**src/rtl/hilo_muldiv_unit_pkg.sv**
```systemverilog
// Shared definitions for the HI/LO multiply/divide unit: op encoding, FSM states
// and the accumulate mode applied to a finished product.
package hilo_muldiv_unit_pkg;

  typedef logic [2:0] op_t;

  localparam op_t OP_MULTU = 3'd0;
  localparam op_t OP_MULT  = 3'd1;
  localparam op_t OP_MTHI  = 3'd2;
  localparam op_t OP_MTLO  = 3'd3;
  localparam op_t OP_MADD  = 3'd4;
  localparam op_t OP_MSUB  = 3'd5;
  localparam op_t OP_DIVU  = 3'd6;
  localparam op_t OP_DIV   = 3'd7;

  typedef enum logic [1:0] {
    ST_IDLE,
    ST_RUN,
    ST_WRITE
  } state_t;

  typedef enum logic [1:0] {
    ACC_NONE,
    ACC_ADD,
    ACC_SUB
  } acc_op_e;

endpackage

```
**src/rtl/hilo_iter_engine.sv**
```systemverilog
// Iterative unsigned datapath: shift-add multiplier or restoring divider, retiring
// BITS_PER_CYCLE bits per step for N = WIDTH/BITS_PER_CYCLE steps after start.
module hilo_iter_engine #(
  parameter int WIDTH          = 32,
  parameter int BITS_PER_CYCLE = 1
) (
  input  logic             Clk,
  input  logic             Rst,
  input  logic             start,
  input  logic             div_mode,
  input  logic [WIDTH-1:0] opnd_a,
  input  logic [WIDTH-1:0] opnd_b,
  output logic             last,
  output logic [WIDTH-1:0] res_hi,
  output logic [WIDTH-1:0] res_lo
);

  localparam int N  = WIDTH / BITS_PER_CYCLE;
  localparam int CW = $clog2(N + 1);

  logic [CW-1:0]      cnt;
  logic               mode_q;
  // mul: a_q = shifting multiplicand, x_q = multiplier, acc_q = partial product
  // div: a_q = divisor, x_q = dividend shifting into quotient, acc_q = remainder
  logic [2*WIDTH-1:0] a_q, a_d;
  logic [2*WIDTH-1:0] acc_q, acc_d;
  logic [WIDTH-1:0]   x_q, x_d;
  logic [WIDTH:0]     rem;

  // NOTE: every variable written here gets a default first, so no path leaves it
  // unassigned and no latch is inferred; blocking '=' is intended because each
  // loop iteration builds on the previous one within the same step.
  always_comb begin
    a_d   = a_q;
    acc_d = acc_q;
    x_d   = x_q;
    rem   = acc_q[WIDTH:0];
    if (!mode_q) begin
      for (int i = 0; i < BITS_PER_CYCLE; i++) begin
        if (x_q[i]) acc_d = acc_d + (a_q << i);
      end
      a_d = a_q << BITS_PER_CYCLE;
      x_d = x_q >> BITS_PER_CYCLE;
    end else begin
      for (int i = 0; i < BITS_PER_CYCLE; i++) begin
        rem = {rem[WIDTH-1:0], x_d[WIDTH-1]};
        x_d = {x_d[WIDTH-2:0], 1'b0};
        if (rem >= {1'b0, a_q[WIDTH-1:0]}) begin
          rem    = rem - {1'b0, a_q[WIDTH-1:0]};
          x_d[0] = 1'b1;
        end
      end
      acc_d = {{(WIDTH-1){1'b0}}, rem};
    end
  end

  always_ff @(posedge Clk) begin
    if (!Rst)                cnt <= '0;
    else if (start)          cnt <= CW'(N);
    else if (cnt != '0)      cnt <= cnt - CW'(1);
  end

  // NOTE: datapath registers carry no reset; they are fully loaded on start and
  // only read after the counter (which is reset) has run down.
  always_ff @(posedge Clk) begin
    if (start) begin
      mode_q <= div_mode;
      a_q    <= {{WIDTH{1'b0}}, (div_mode ? opnd_b : opnd_a)};
      x_q    <= div_mode ? opnd_a : opnd_b;
      acc_q  <= '0;
    end else if (cnt != '0) begin
      a_q   <= a_d;
      x_q   <= x_d;
      acc_q <= acc_d;
    end
  end

  assign last   = (cnt == CW'(1));
  assign res_hi = mode_q ? acc_q[WIDTH-1:0] : acc_q[2*WIDTH-1:WIDTH];
  assign res_lo = mode_q ? x_q : acc_q[WIDTH-1:0];

endmodule

```
**src/rtl/hilo_muldiv_unit.sv**
```systemverilog
// HI/LO register pair with iterative MULT/MULTU/MADD/MSUB and MTHI/MTLO.
// Define HILO_MULDIV_DIV_EN to add DIV/DIVU; otherwise ops 6/7 are one-cycle no-ops.
module hilo_muldiv_unit
  import hilo_muldiv_unit_pkg::*;
#(
  parameter int WIDTH          = 32,
  parameter int BITS_PER_CYCLE = 1
) (
  input  logic             Clk,
  input  logic             Rst,
  input  logic             op_valid,
  output logic             op_ready,
  input  op_t              op,
  input  logic [WIDTH-1:0] src_a,
  input  logic [WIDTH-1:0] src_b,
  output logic             busy,
  output logic             done,
  output logic [WIDTH-1:0] HI_out,
  output logic [WIDTH-1:0] LO_out
);

  state_t             state_q, state_d;
  logic [WIDTH-1:0]   hi_q, lo_q;
  logic               done_q;
  logic               accept, is_iter_op, is_signed_op, sign_a, sign_b;
  logic [WIDTH-1:0]   mag_a, mag_b;
  logic               eng_start, eng_div, eng_last;
  logic [WIDTH-1:0]   eng_hi, eng_lo;
  logic               res_neg_q;
  acc_op_e            acc_op_q;
  logic [2*WIDTH-1:0] prod, prod_s, wr_hilo;

  assign op_ready = (state_q == ST_IDLE) && Rst;
  assign busy     = (state_q != ST_IDLE);
  assign done     = done_q;
  assign HI_out   = hi_q;
  assign LO_out   = lo_q;
  assign accept   = op_valid && op_ready;

  assign is_signed_op = op inside {OP_MULT, OP_MADD, OP_MSUB, OP_DIV};
`ifdef HILO_MULDIV_DIV_EN
  logic is_div_q, rem_neg_q;
  assign is_iter_op = !(op inside {OP_MTHI, OP_MTLO});
  assign eng_div    = op inside {OP_DIVU, OP_DIV};
`else
  assign is_iter_op = op inside {OP_MULTU, OP_MULT, OP_MADD, OP_MSUB};
  assign eng_div    = 1'b0;
`endif

  assign sign_a    = is_signed_op && src_a[WIDTH-1];
  assign sign_b    = is_signed_op && src_b[WIDTH-1];
  assign mag_a     = sign_a ? -src_a : src_a;
  assign mag_b     = sign_b ? -src_b : src_b;
  assign eng_start = accept && is_iter_op;

  hilo_iter_engine #(
    .WIDTH         (WIDTH),
    .BITS_PER_CYCLE(BITS_PER_CYCLE)
  ) u_engine (
    .Clk     (Clk),
    .Rst     (Rst),
    .start   (eng_start),
    .div_mode(eng_div),
    .opnd_a  (mag_a),
    .opnd_b  (mag_b),
    .last    (eng_last),
    .res_hi  (eng_hi),
    .res_lo  (eng_lo)
  );

  always_comb begin
    state_d = state_q;
    case (state_q)
      ST_IDLE:  if (eng_start) state_d = ST_RUN;
      ST_RUN:   if (eng_last)  state_d = ST_WRITE;
      ST_WRITE: state_d = ST_IDLE;
      default:  state_d = ST_IDLE;
    endcase
  end

  // HI/LO are frozen while busy, so they double as the MADD/MSUB accumulator.
  assign prod   = {eng_hi, eng_lo};
  assign prod_s = res_neg_q ? -prod : prod;

  always_comb begin
    case (acc_op_q)
      ACC_ADD: wr_hilo = {hi_q, lo_q} + prod_s;
      ACC_SUB: wr_hilo = {hi_q, lo_q} - prod_s;
      default: wr_hilo = prod_s;
    endcase
`ifdef HILO_MULDIV_DIV_EN
    if (is_div_q) begin
      wr_hilo[WIDTH-1:0]       = res_neg_q ? -eng_lo : eng_lo;
      wr_hilo[2*WIDTH-1:WIDTH] = rem_neg_q ? -eng_hi : eng_hi;
    end
`endif
  end

  // A zero divisor keeps the all-ones quotient unsigned; for multiply a zero
  // operand gives zero either way.
  always_ff @(posedge Clk) begin
    if (eng_start) begin
      res_neg_q <= (sign_a ^ sign_b) && (src_b != '0);
      acc_op_q  <= (op == OP_MADD) ? ACC_ADD : (op == OP_MSUB) ? ACC_SUB : ACC_NONE;
`ifdef HILO_MULDIV_DIV_EN
      is_div_q  <= eng_div;
      rem_neg_q <= sign_a;
`endif
    end
  end

  always_ff @(posedge Clk) begin
    if (!Rst) begin
      state_q <= ST_IDLE;
      hi_q    <= '0;
      lo_q    <= '0;
      done_q  <= 1'b0;
    end else begin
      state_q <= state_d;
      done_q  <= 1'b0;
      if (accept) begin
        case (op)
          OP_MTHI: begin
            hi_q   <= src_a;
            done_q <= 1'b1;
          end
          OP_MTLO: begin
            lo_q   <= src_a;
            done_q <= 1'b1;
          end
`ifdef HILO_MULDIV_DIV_EN
`else
          OP_DIVU, OP_DIV: done_q <= 1'b1;
`endif
          default: ;
        endcase
      end
      if (state_q == ST_WRITE) begin
        hi_q   <= wr_hilo[2*WIDTH-1:WIDTH];
        lo_q   <= wr_hilo[WIDTH-1:0];
        done_q <= 1'b1;
      end
    end
  end

endmodule

```
**config.mk**
```make
export PLATFORM = sky130hd
export DESIGN_NAME = hilo_muldiv_unit
export DESIGN_NICKNAME = d
export VERILOG_FILES = /design/src/rtl/hilo_muldiv_unit_pkg.sv /design/src/rtl/hilo_iter_engine.sv /design/src/rtl/hilo_muldiv_unit.sv
export SDC_FILE = /design/constraint.sdc
export NUM_CORES = 1
export LEC_CHECK = 0
export CAP_MARGIN = 25
export CORE_MARGIN = 2
export CORE_UTILIZATION = 35
export CTS_BUF_LIST = sky130_fd_sc_hd__clkbuf_8
export DETAILED_ROUTE_END_ITERATION = 8
export DONT_BUFFER_PORTS = 1
export PLACE_DENSITY = 0.53
export SETUP_SLACK_MARGIN = 0.1
export SLEW_MARGIN = 20
export SYNTH_ARGS = -nofsm -noshare
export SYNTH_HDL_FRONTEND = slang
export SYNTH_HIERARCHICAL = 1
export SYNTH_SLANG_ARGS = --single-unit
```
**constraint.sdc**
```tcl
create_clock -name Clk -period 11.3 [get_ports Clk]
set_clock_uncertainty 0.2 [all_clocks]
set_input_delay 1.13 -clock Clk [delete_from_list [all_inputs] [get_ports Clk]]
set_output_delay 1.13 -clock Clk [all_outputs]
set_load 0.02 [all_outputs]
```
==> run metrics, run 1 <==
vias in the first global route=roughly 24000; Final setup viols=0; crit path DAT=about 9.4 ns; hpwl dp=80820 µm; root buf cell=clkbuf_8; Syn Inst Count=between 3000 and 4000; critical path startpoint category=register; hold-fix buffers at CTS=0; Remaining DRCs=0; Final WS setup=2.324 ns; YS warnings=6; Final Util=37.49%; Die Wd=277.2 µm; Pre-antenna DRT Iters=6; Top Ports=between 100 and 150; post-synth top area share=12.95%; # port buffers=0; Starting Density=35.21%; Final period util=79.44%; Final Critical Period=approximately 9 ns; clk_lat worst skew=~0.68 ns; Top FF cell, synth=dfxtp_1; HP Class=reg -> reg; Post-Syn Area=0.02613 mm²; initial antenna violation count=14; CTS Buf Count=a little under 50; Slew Limit Fails=0; Synth area leaders=dfxtp_1 13%, ha_1 7.9%, edfxtp_1 7.8%; non-filler cells, final=4327; clock sink total=237; number of synthesized flops with an enable pin=68; placed cells=4232; final instance area=0.02782 mm²; Req. time, crit path=11.68 ns; setup bufs post-CTS=0; Avg Inst Size Synth=7.595 µm²; Remaining Overflow, GRT=0; R2R depth=27; Slew @ Worst Pin=1.047 ns; initial drt markers=approximately 2200; Longest Clk Path Bufs=3; Area after DPL=0.02679 mm²; first-pass GRT wire length=between 150000 and 200000 µm; Worst-path clk slew=0.06 ns; max-cap violations=0; leak pwr=0.01165 µW; worst-path fanout max=79; NumNets Final=3553; via/cell ratio=5.979; CTS resizes=0; RSZ-0062 raised after global routing=no; setup TNS=0 ns; die area=slightly below 0.08 mm²; Hold Vio Cnt, Final=0; WL per Instance=between 20 and 25 µm; area delta synth->final=6.465%; largest net degree at the start of global routing=90; Worst Setup End Kind=register; flops & latches, synth=about 240; routed wire length=about 100000 µm; IR drop worst, VDD=169.8 µV; status=finished, final reports clean; CTS tree=yes; GRT Util Overall=25.93%; commonest non-fill, non-tap cell in the layout=a21oi_1; Max-Slew Margin vs Limit=29.59%; row cnt=100; CP Class=reg -> reg; most frequent cells in the layout=333 x a21oi_1, 332 x nand2_1, 261 x nor2_1; H-tree levels=2; post-route antenna net violation count=0; RePlAce Congestion=about 0.95; top cell type by total area after synthesis=dfxtp_1; worst hold path cell count=2; power per cell area=267.9 mW/mm²; Post-synth ARST share=0%; via count=25870; synth unique cells=114; core box area=around 0.074 mm²; FMAX=111.4 MHz; Die Y=277.2 µm; share of cells above drive strength 1=7.126%; worst slack at placement=2.361 ns; sequential share of the synthesized area=20.76%
[cells by family after synthesis]
logic type                 after synthesis  share of synthesized area, %
AOI/OAI and AO/OA                     1154                         28.96
and+or+nand+nor                       1026                         19.09
buffers and inverters                  359                         5.339
xor gates and xnor gates               322                         10.79
DFF                                    237                         20.76
muxes                                  173                         6.905
adders and majority gates              168                         8.131
other                                    1                       0.01435
[stage by stage]
stage / hold slack [ns] / total power, µW
3_3_place_gp: 0.2636 / 6420
2_1_floorplan: 0.2488 / 5092
3_5_place_dp: 0.2696 / 6382
6_report: 0.2572 / 7453
5_1_grt: 0.2941 / 8001
4_1_cts: 0.2724 / 7406
[sequential cells by signal, indices dropped and copies added, names as in the netlist]
signal,flops
u_engine/a_q,64
u_engine/acc_q,64
HI_out,32
LO_out,32
u_engine/x_q,32
u_engine/cnt,6
acc_op_q,2
state_q,2
done,1
res_neg_q,1
u_engine/mode_q,1
[report_power, final]
group	total (µW)	switching, µW	internal, µW
clock network	989	472	516
registers	1550	372	1180
logic	4910	3100	1810
total	7450	3940	3510
[layer usage]
| layer | GRT usage, % | routed length, µm | vias to the layer above |
|---|---|---|---|
| met5 | 0 | 13 | - |
| met1 | 35.19 | 46610 | 12360 |
| met3 | 4.910 | 7614 | 172 |
| met4 | 9.518 | 3773 | 2 |
| met2 | 40.69 | 45610 | 874 |
| li1 | - | - | 12460 |
[cells in the mapped netlist, types with 94 or more instances]
library cell / instances
o21ai_0: 221
nor2_1: 265
a21o_1: 102
inv_1: 148
xnor2_1: 165
nand2_1: 332
xor2_1: 157
mux2i_1: 115
a211oi_1: 94
dfxtp_1: 169
a21oi_1: 333
clkbuf_1: 164
ha_1: 165
[final timing paths]
path | slack (ns) | from | to
max | 2.32 | u_engine/mode_q | HI_out[31]
min | 0.26 | u_engine/a_q[60] | u_engine/a_q[61]
max reg2reg | 2.32 | u_engine/mode_q | HI_out[31]
min reg2reg | 0.26 | u_engine/a_q[60] | u_engine/a_q[61]
[critical path, stage by stage (launching register included)]
cell and delay [ns]:
edfxtp_1 0.51, buf_4 0.39, nand2_1 0.16, o21ai_0 0.34
inv_1 0.19, ha_1 0.25, or4b_4 0.53, or4_4 0.63
nor4_1 0.39, o2111ai_1 0.22, a221oi_2 0.43, and4_1 0.37
nor3b_1 0.61, nor2b_1 0.25, a31oi_1 0.12, xnor2_1 0.24
ha_1 0.32, a21oi_1 0.20, o21ai_0 0.14, a21oi_1 0.17
o21ai_0 0.13, a221oi_1 0.45, o22ai_1 0.18, o21ai_0 0.43
o21ai_0 0.25, nor4_1 0.31, nor4_1 0.11, a2111oi_2 0.35
[area by class of cell]
class / instances / area, µm²
clock buffers: 58 / 798.3
multi-input cells: 2845 / 19360
fillers: 7955 / 46380
flip-flops and latches: 237 / 5425
diodes: 4 / 10.01
inverters: 150 / 563.0
well taps: 969 / 1212
clock inverters: 32 / 211.5
repair buffers: 32 / 237.7
No activity file was read; power rests on OpenSTA's default activity.
==> inputs of run 2 (changes only) <==
clock period = 8.7 ns   (was 11.3 ns; I/O delays follow)
==> run 2 against run 1 <==
Sequential share of layout area is 0.11 points lower. Register-to-register slack lost 1.6 ns. Non-clock buffer count increased by 20. Via count shrank 0.68%. Core utilization grew 0.21 points. Die area did not move. Wire length decreased by 0.52%. Worst setup slack got worse by 1.6 ns. Critical path depth is 2 lower. First-iteration DRC count up 14%. Power is 30% higher. Global-route usage rose by 0.16 points.
==> run metrics, run 2 (synthesis results as in run 1) <==
status=finished, final reports clean; P_sw=5108 µW (+30%); initial antenna violation count=19 (+5); NumNets Final=3572 (+0.53%); clock sink total=237 (unchanged); Largest regs=u_engine/a_q (64), u_engine/acc_q (64); CTS Buf Count=48 (-2.0%); Pre-antenna DRT Iters=5 (-1); Longest Clk Path Bufs=3 (unchanged); WL per Instance=23.71 µm (-0.98%); setup bufs post-CTS=0 (unchanged); routed wire length=103100 µm (-0.52%); Top Ports=137 (unchanged); Die Wd=277.2 µm (unchanged); cell-internal power=4578 µW (+30%); most frequent cells in the layout=333 x a21oi_1, 332 x nand2_1, 261 x nor2_1; Final Critical Period=8.021 ns (-0.9549 ns); # port buffers=0 (unchanged); GRT Util Overall=26.09% (+0.16 points); Final setup viols=0 (unchanged); RePlAce Congestion=0.9594 (+0.93%); combinational share of power=66.3% (+0.4 points); Remaining DRCs=0 (unchanged); critical path startpoint category=register; Power Total=9687 µW (+30%); area delta synth->final=7.054%; max-cap violations=0 (unchanged); Slew Limit Fails=0 (unchanged); share of cells above drive strength 1=7.654% (+0.53 points); HP Class=in -> reg; FMAX=124.7 MHz (+12%); via/cell ratio=5.911 (-1.1%); worst-path fanout max=28 (-65%); setup TNS=0 ns (unchanged); first-pass GRT wire length=154500 µm (+0.12%); IR drop worst, VDD=197.2 µV (+16%); Slew @ Worst Pin=0.9527 ns (-0.09473 ns); CTS resizes=0 (unchanged); CP Class=reg -> reg; commonest non-fill, non-tap cell in the layout=a21oi_1; post-route antenna net violation count=0 (unchanged); vias in the first global route=24380 (+0.28%); Net Sw Frac=52.74% (-0.15 points); row cnt=100 (unchanged); Starting Density=35.21% (unchanged); via count=25700 (-0.68%); CTS tree=yes; Req. time, crit path=9.09 ns (-2.59 ns); Max-Slew Margin vs Limit=36.33% (+6.7 points); Worst-path clk slew=0.07 ns (about the same); clk_lat worst skew=0.67 ns (about the same); Remaining Overflow, GRT=0 (unchanged); hpwl dp=80670 µm (-0.18%); core box area=0.07420 mm² (unchanged); Worst Setup End Kind=register; largest net degree at the start of global routing=104 (+16%); worst slack at placement=0.7681 ns (-1.593 ns); power per cell area=346.3 mW/mm² (+29%); RSZ-0062 raised after global routing=no; Die Y=277.2 µm (unchanged); leak pwr=0.01174 µW (+0.71%); Final period util=92.20% (+13 points); Final WS setup=0.6786 ns (-1.645 ns); Clk pwr share=13.0% (-0.3 points); crit path DAT=8.41 ns (-0.94 ns); root buf cell=clkbuf_8; initial drt markers=2539 (+14%); Hold Vio Cnt, Final=0 (unchanged); register share of total power=20.7% (-0.2 points); die area=0.07685 mm² (unchanged); hold-fix buffers at CTS=0 (unchanged); H-tree levels=2 (unchanged)
[run 2: routing by layer]
layer | part of all wire, % | GRT usage [%]
met1 | 44 | 35.07
met2 | 43 | 39.67
met3 | 8.5 | 6.058
met4 | 4.2 | 11.39
met5 | 0.045 | 0
[run 2: per-stage QoR]
stage	utilization, %	cells	instance area, µm²	hold slack (ns)
final	37.70	4347	27970	0.1214
after global routing	37.69	4344	27960	0.1082
after CTS	37.66	4340	27940	0.07782
after detailed placement	36.33	4253	26950	0.2654
after global placement	36.33	4253	26950	0.2604
after floorplan	-	3441	26130	0.2488
[run 2: worst max-delay path: stages, from the launching register on]
cell and delay, ns:
edfxtp_1 0.50, buf_4 0.26, nand2_1 0.09, o21ai_0 0.29, or4b_4 0.66, or4_4 0.63
nor4_1 0.38, o2111ai_1 0.22, a221oi_2 0.46, and4_1 0.37, nor3b_1 0.33, buf_4 0.20
and2_1 0.19, a31oi_1 0.12, xor2_1 0.18, ha_1 0.40, and3_1 0.25, nand3_1 0.11
nor2_1 0.08, a221oi_1 0.28, o211ai_1 0.18, a211oi_1 0.56, o21ai_0 0.28, a221oi_1 0.37
xor2_1 0.12, a221oi_1 0.23
[run 2: power by group through the flow]
stage	registers, µW	clock network [µW]	logic (µW)
detailed placement	2010	0	6300
finish	2010	1260	6420
floorplan	1760	0	4850
global placement	2020	0	6330
global route	2030	1330	7070
CTS	1990	1290	6340
[run 2: worst paths after layout]
| path | startpoint | to | slack [ns] | cells past startpoint |
|---|---|---|---|---|
| max reg2reg | u_engine/mode_q | HI_out[30] | 0.68 | 25 |
| min | op[1] | state_q[0] | 0.12 | 1 |
| min reg2reg | u_engine/a_q[58] | u_engine/a_q[59] | 0.25 | 2 |
| max | u_engine/mode_q | HI_out[30] | 0.68 | 25 |
[run 2: area by class of cell]
cell class | count | area, µm²
Antenna cell | 7 | 17.52
Clock buffer | 58 | 798.3
Clock inverter | 29 | 193.9
Fill cell | 7879 | 46230
Inverter | 150 | 563.0
Multi-Input combinational cell | 2845 | 19360
Sequential cell | 237 | 5425
Tap cell | 969 | 1212
Timing Repair Buffer | 52 | 402.9
